### src/rtl/catraca_pkg.sv
// catraca_pkg: shared constants, FSM state type and saturating balance update
package catraca_pkg;
  localparam int NPASS = 4;
  localparam int BAL_W = 3;
  localparam int BAL_MAX = 5;
  localparam int REC_W = 2;
  localparam int FARE = 1;
  localparam int OPEN_CYCLES = 4;
  localparam int IW = $clog2(NPASS);
  localparam int TW = $clog2(OPEN_CYCLES + 1);
  localparam int BW1 = BAL_W + 1;
  typedef enum logic [1:0] {IDLE, CHECK, OPEN, LOCK} state_t;
  function automatic logic [BAL_W-1:0] sat_add(input logic [BAL_W-1:0] bal, input logic debit,
                                               input logic [REC_W-1:0] rec);
    logic [BW1-1:0] s;
    s = {1'b0, bal} - (debit ? BW1'(FARE) : '0) + BW1'(rec);
    return s > BW1'(BAL_MAX) ? BAL_W'(BAL_MAX) : s[BAL_W-1:0];
  endfunction
endpackage

### src/rtl/catraca_arbiter_if.sv
// catraca_arbiter_if: card-reader/turnstile signal bundle between board wrapper and arbiter
interface catraca_arbiter_if;
  import catraca_pkg::*;
  logic [NPASS-1:0] req;
  logic [NPASS*REC_W-1:0] carrega;
  logic giro;
  logic catraca;
  logic [NPASS-1:0] grant;
  logic negado;
  logic [BAL_W-1:0] conta;
  logic busy;
  modport master(output req, carrega, giro, input catraca, grant, negado, conta, busy);
  modport slave(input req, carrega, giro, output catraca, grant, negado, conta, busy);
endinterface

### src/rtl/rr_arbiter.sv
// rr_arbiter: combinational round-robin pick of the first request at or above ptr
module rr_arbiter #(
  parameter int N = 4
) (
  input  logic [N-1:0]         req,
  input  logic [$clog2(N)-1:0] ptr,
  output logic [N-1:0]         grant,
  output logic [$clog2(N)-1:0] idx
);
  localparam int IW = $clog2(N);
  logic found;
  logic [IW-1:0] k;
  always_comb begin
    grant = '0;
    idx = '0;
    found = 1'b0;
    k = '0;
    for (int i = 0; i < N; i++) begin
      k = IW'((int'(ptr) + i) % N);
      if (!found && req[k]) begin
        found = 1'b1;
        grant[k] = 1'b1;
        idx = k;
      end
    end
  end
endmodule

### src/rtl/catraca_arbiter.sv
// catraca_arbiter: round-robin turnstile controller with per-passenger saturating balances
module catraca_arbiter
  import catraca_pkg::*;
(
  input logic clk_2,
  input logic reset,
  catraca_arbiter_if.slave bus
);
  state_t state, nxt;
  logic [NPASS-1:0] gnt_c, grant_q;
  logic [IW-1:0] idx_c, w, rr;
  logic [TW-1:0] timer;
  logic [BAL_W-1:0] bal [NPASS];
  logic [BAL_W-1:0] conta_q;
  logic negado_q, ok;
  rr_arbiter #(.N(NPASS)) u_rr (.req(bus.req), .ptr(rr), .grant(gnt_c), .idx(idx_c));
  always_comb begin
    ok = bal[w] >= BAL_W'(FARE);
    nxt = state;
    case (state)
      IDLE:    nxt = |bus.req ? CHECK : IDLE;
      CHECK:   nxt = ok ? OPEN : IDLE;
      OPEN:    nxt = (bus.giro || timer == TW'(OPEN_CYCLES - 1)) ? LOCK : OPEN;
      default: nxt = IDLE;
    endcase
  end
  always_ff @(posedge clk_2) begin
    if (!reset) begin
      state <= IDLE;
      w <= '0;
      rr <= '0;
      timer <= '0;
      grant_q <= '0;
      negado_q <= 1'b0;
      conta_q <= '0;
      for (int i = 0; i < NPASS; i++) bal[i] <= '0;
    end else begin
      state <= nxt;
      timer <= state == OPEN ? timer + TW'(1) : '0;
      negado_q <= state == CHECK && !ok;
      // decision uses pre-update balance, so a same-cycle recharge cannot rescue a refusal
      for (int i = 0; i < NPASS; i++)
        bal[i] <= sat_add(bal[i], state == CHECK && ok && w == IW'(i), bus.carrega[i*REC_W +: REC_W]);
      if (state == IDLE) begin
        w <= idx_c;
        grant_q <= gnt_c;
      end
      if (state == CHECK) begin
        rr <= w == IW'(NPASS - 1) ? '0 : w + IW'(1);
        conta_q <= ok ? bal[w] - BAL_W'(FARE) : bal[w];
      end
      if ((state == CHECK && !ok) || nxt == LOCK) grant_q <= '0;
    end
  end
  assign bus.catraca = state == OPEN;
  assign bus.busy = state != IDLE;
  assign bus.grant = grant_q;
  assign bus.negado = negado_q;
  assign bus.conta = conta_q;
endmodule

### src/flat_wrapper.sv
// flat-port wrapper written by rule: the top's interface ports become plain ports
module catraca_arbiter_flat import catraca_pkg::*;
  (clk_2, reset, bus_req, bus_carrega, bus_giro, bus_catraca, bus_grant, bus_negado, bus_conta, bus_busy);
  catraca_arbiter_if bus_i ();
  input logic clk_2;
  input logic reset;
  input wire logic [$bits(bus_i.req)-1:0] bus_req;
  input wire logic [$bits(bus_i.carrega)-1:0] bus_carrega;
  input wire logic [$bits(bus_i.giro)-1:0] bus_giro;
  output wire logic [$bits(bus_i.catraca)-1:0] bus_catraca;
  output wire logic [$bits(bus_i.grant)-1:0] bus_grant;
  output wire logic [$bits(bus_i.negado)-1:0] bus_negado;
  output wire logic [$bits(bus_i.conta)-1:0] bus_conta;
  output wire logic [$bits(bus_i.busy)-1:0] bus_busy;
  assign bus_i.req = bus_req;
  assign bus_i.carrega = bus_carrega;
  assign bus_i.giro = bus_giro;
  assign bus_catraca = bus_i.catraca;
  assign bus_grant = bus_i.grant;
  assign bus_negado = bus_i.negado;
  assign bus_conta = bus_i.conta;
  assign bus_busy = bus_i.busy;
  catraca_arbiter u_core (.clk_2(clk_2), .reset(reset), .bus(bus_i));
endmodule
### config.mk
export PLATFORM = sky130hd
export DESIGN_NAME = catraca_arbiter_flat
export DESIGN_NICKNAME = d
export VERILOG_FILES = /design/src/rtl/catraca_pkg.sv /design/src/rtl/catraca_arbiter_if.sv /design/src/rtl/rr_arbiter.sv /design/src/rtl/catraca_arbiter.sv /design/src/flat_wrapper.sv
export SDC_FILE = /design/constraint.sdc
export NUM_CORES = 1
export LEC_CHECK = 0
export CORE_MARGIN = 2
export CORE_UTILIZATION = 35
export DETAILED_ROUTE_END_ITERATION = 16
export HOLD_SLACK_MARGIN = 0.15
export SYNTH_ARGS = -nofsm -noshare
export SYNTH_HDL_FRONTEND = slang
export SYNTH_SLANG_ARGS = --single-unit
### constraint.sdc
create_clock -name clk_2 -period 3.8 [get_ports clk_2]
set_clock_uncertainty 0.15 [all_clocks]
set_input_delay 0.57 -clock clk_2 [delete_from_list [all_inputs] [get_ports clk_2]]
set_output_delay 0.57 -clock clk_2 [all_outputs]
set_load 0.01 [all_outputs]
Yosys cells after proc, flatten, opt, wreduce, memory -nomap -nowiden
Memory sizes are Yosys's and may differ from the RTL's. A register that Yosys moved wholly into a read port is not among the register bits.
Index checks and enable logic that the tools add are counted.
Cells by class
  $add $sub $neg: 14
  $lt $le $gt $ge: 13
  equality and inequality tests: 7
  mux-type cells: 49
  bitwise gates (word level): 8
  reduce and logical (&&, ||, !) cells: 25
Operators by type and width (count)
  $mux 3: 9
  $mux 1: 19
  $add 4x2->4: 4
  $gt 4x3->1 const B: 4
  $mux 2: 8
  $mux 4: 4
  $sub 3x4->4: 4
  $logic_and 1x1->1: 13
  $lt 2x3->1 const B: 4
  $or 4x4->4: 3
  $bmux 1 s2: 4
  $demux 1 s2: 4
  $eq 2x2->1 const B: 4
  $ge 2x1->1 const B: 4
  $pmux 2 s3: 1
  $add 2x1->2 const B: 2
  $add 2x2->2 const B: 2
  $eq 2x1->1 const B: 2
  $logic_not 1->1: 4
  $logic_not 2->1: 2
  $or 1x1->1: 4
  $reduce_or 4->1: 1
  $add 3x1->3 const B: 1
  $eq 3x2->1 const B: 1
  other kinds (7): 8
Storage, ports and cells
  bits in registers: 17
  memory bits (writable): 12
  input port bits: 15
  logic and storage cells: 124
  memories: 1
Memories
  u_core.bal: depth 4, bits a word 3, read ports 5, clocked after memory_dff 1, write ports 4, RTL line catraca_arbiter.sv:13  | logic [BAL_W-1:0] bal [NPASS];

Logic depth before layout (Yosys ltp)
  depth in word-level cells: 14
  gate-level depth with buffers: 13
  depth with buffers taken out: 13

Cells and area by module
A second synthesis with hierarchy kept.
Second synthesis, totals
  cells, all modules: 257
  area total of the unflattened synthesis: 2302.2 sq um
By module, submodules not included
  catraca_arbiter: times used 1, cells an instance 211, area an instance 1883.1 sq um, seq. area each 620.6 sq um
  rr_arbiter: times used 1, cells an instance 46, area an instance 419.2 sq um, seq. area each 0.0 sq um

Worst setup path after synthesis
OpenSTA, ideal clock, no wires.
  path kind: reg-to-reg
  start point: register with a tool-made name
  end point: memory u_core.bal[1][0]
  library setup time: 0.120 ns
  arrival: 3.137 ns
  slack: 0.394 ns
  stages on the path, launching flop included: 13
  path buffers: 0
  period minus slack after synthesis: 3.406 ns
  path through: dfxtp_1 -> mux4_1 -> ha_1 -> or3_4 -> and3_2 -> ha_1 -> inv_1 -> ha_1 -> inv_1 -> fa_1 -> xnor2_1 -> nor2b_1 -> o31a_1
RTL lines (RTL line)
  to (decl): catraca_arbiter.sv:13

==> impl_metrics.yaml <==
synth:
  syn_avg_cell_area_um2: 9.35
  synthFlopType: "dfxtp_1"
  synth_cell_type_count: 42
  synth.area.top_cells: "dfxtp_1 28%, ha_1 18%, inv_1 7.2%"
  yosysWarnings: 0
  async_flop_share_pct: 0
  yosysTopAreaCell: "dfxtp_1"
  synth.top_cell.area_share_pct: 28.2
  ys_seq_elements: 31
  postSynthCellCount: 235
  synth-edff-count: 0
  yosysSeqAreaShare_pct: 28.2
  yosys.cell_count.top_type: "inv_1"
  synth_nets: 286
  synth_area_um2: 2200
  synth_common_cells: "42 x inv_1, 32 x ha_1, 31 x dfxtp_1, 14 x nor2_1"
cts:
  clk_pin_slew_ns: 0.07
  clockBufferDepth: 2
  holdBufCountCts: 0
  cts_tree: "done"
  cts_resized: 0
  worstSkewPairLatency_ns: 0.28
  post_cts_buffers: 0
  cts-htree-levels: 2
  cts_buffers: 5
  cts-root-buf: "clkbuf_8"
  cts.sinks: 31
critical_path:
  path_class: "flip-flop to flip-flop"
  cp-end-kind: "flip-flop"
  arrival_ns: 3.64
  worst-r2r-setup-slack_ns: 0.18
  start_kind: "flip-flop"
  cp.required_ns: 3.82
  cp_max_fo: 7
power:
  switchingPower_mw: 0.742
  p_seq_share_pct: 28.6
  leakage_nw: 1.12
  power_density_nw_per_um2: 704
  ir_worst_vdd_uv: 232
  finalPower_mw: 1.83
  pwr-share-comb_pct: 57.7
  power_frac_clock_pct: 13.7
  internal-power_mw: 1.09
  p_sw_share_pct: 40.5
floorplan:
  boundaryPins: 25
  initial_core_util_pct: 36.7
  die-area_um2: 6930
  fp.dieW_um: 83.3
  core_um2: 5990
  die_h_um: 83.3
  row_count: 28
placed_design:
  dpl.hpwl_um: 3380
  numPortBuffers: 24
  gp_congestion: 0.885
  place_worst_setup_slack_ns: 0.181
sta:
  finalSetupTns_ns: 0
  slew_headroom_pct: 69.9
  setup_viol: 0
  worst_pin_slew_ns: 0.448
  fmax_mhz: 276
  hold_violations: 0
  rsz0062_at_grt: "false"
  drv_slew: 0
  period_share_pct: 95.3
  period_needed_ns: 3.62
  setup_slack_ns: 0.179
grt:
  grt_pass1_vias: 1569
  grt.total_usage_pct: 12.5
  grt_pass1_wl_um: 7140
  grt_max_degree: 19
  antenna_found_initial: 0
  overflow: 0
drt:
  routedWlPerCell_um: 12.5
  vias: 1671
  routed_wl_um: 4240
  first_iter_violations: 30
  drtAntennaViolNets: 0
  viasPerCell: 4.91
  drc_errors: 0
  dr.pass1.iters: 4
run_status:
  outcome: "completed"
cells_and_area:
  area_growth_pct: 18.5
  fin_util_pct: 43.5
  regArea_um2: 621
  multi_input_area_um2: 1380
  num-fill-cells: 596
  nets: 315
  drive_gt1_share_pct: 9.81
  num_antenna_cells: 0
run:
  drv_cap: 0
worst_hold_path:
  hp-class: "flip-flop to flip-flop"
worst max-delay path, stage by stage (launching register included):
cell and delay, ns:
dfxtp_1 0.40, mux4_1 0.63, ha_1 0.23, or3_4 0.42, and3_2 0.23, ha_1 0.26
inv_1 0.06, ha_1 0.15, inv_1 0.06, fa_1 0.38, xnor2_1 0.16, nor2b_1 0.14
o31a_1 0.24
path summary, 6_finish.rpt:
kind / start / endpoint / cells past startpoint
max: flip-flop / u_core.bal[3][0]$_SDFF_PN0_ / 12
min: u_core.timer[0]$_SDFF_PN0_ / u_core.timer[0]$_SDFF_PN0_ / 1
max reg2reg: flip-flop / u_core.bal[3][0]$_SDFF_PN0_ / 12
min reg2reg: u_core.timer[0]$_SDFF_PN0_ / u_core.timer[0]$_SDFF_PN0_ / 1
cell usage in the layout (no fill, tap or decap), types with 2 or more instances in the layout:
cell	n
ha_1	32
nor3_1	3
nand2_1	7
fa_1	4
dfxtp_1	31
buf_4	2
o21a_1	4
clkbuf_8	5
clkinv_1	2
and3_2	4
mux2_2	3
o31a_1	3
a221oi_1	4
mux4_2	6
inv_1	42
nor2b_1	8
a21oi_1	8
clkinvlp_4	2
xnor2_1	9
nand3_1	9
or3_1	2
o211ai_1	2
o21ai_0	3
a21o_1	8
clkdlybuf4s50_1	24
nor2_1	14
a211oi_1	4
nand2b_1	2
nor4_1	3
layout make-up:
cell class,count,area share (%)
Multi-Input combinational cell,156,53.0
Inverter,44,6.34
Tap cell,75,3.60
Sequential cell,31,23.8
Clock inverter,3,0.768
Timing Repair Buffer,26,9.80
Clock buffer,5,2.64
sequential cells by signal (all words and copies together), names as in the netlist, named ones only:
register,flops
u_core.bal,12
u_core.state,2
u_core.bus.grant,4
u_core.bus.negado,1
u_core.w,2
u_core.rr,2
u_core.bus.conta,3
u_core.timer,3
metal layers:
metal,wire (µm),track usage (%),up-vias
li1,-,-,874
met1,2150,17.1,757
met2,1910,19.9,36
met3,135,2.49,4
met4,43,3.58,0
met5,0,0,-
kinds of logic after synthesis:
family | count (synthesis) | synth area share (%)
AND/OR/NAND/NOR | 58 | 14.5
buffers and inverters | 48 | 8.94
AO/OA/AOI/OAI | 43 | 14.1
adder cells (fa/ha/maj) | 36 | 21.9
flip-flops | 31 | 28.2
multiplexers | 10 | 8.88
XOR/XNOR | 9 | 3.59
power by group through the flow:
stage | Clock [mW] | Combinational (mW) | Sequential (mW)
after floorplan | 0 | 0.798 | 0.520
after global placement | 0 | 1.04 | 0.529
after detailed placement | 0 | 1.06 | 0.533
after CTS | 0.260 | 1.07 | 0.526
after global routing | 0.274 | 1.20 | 0.540
final | 0.251 | 1.06 | 0.524
through the flow:
step	std cells	cell area, µm²	hold slack, ns
after detailed placement	332	2520	0.265
after global routing	340	2610	0.300
after global placement	332	2520	0.260
after floorplan	235	2200	0.248
final	340	2610	0.272
after CTS	340	2610	0.275
Note: power is estimated with default switching activity, not from simulation.
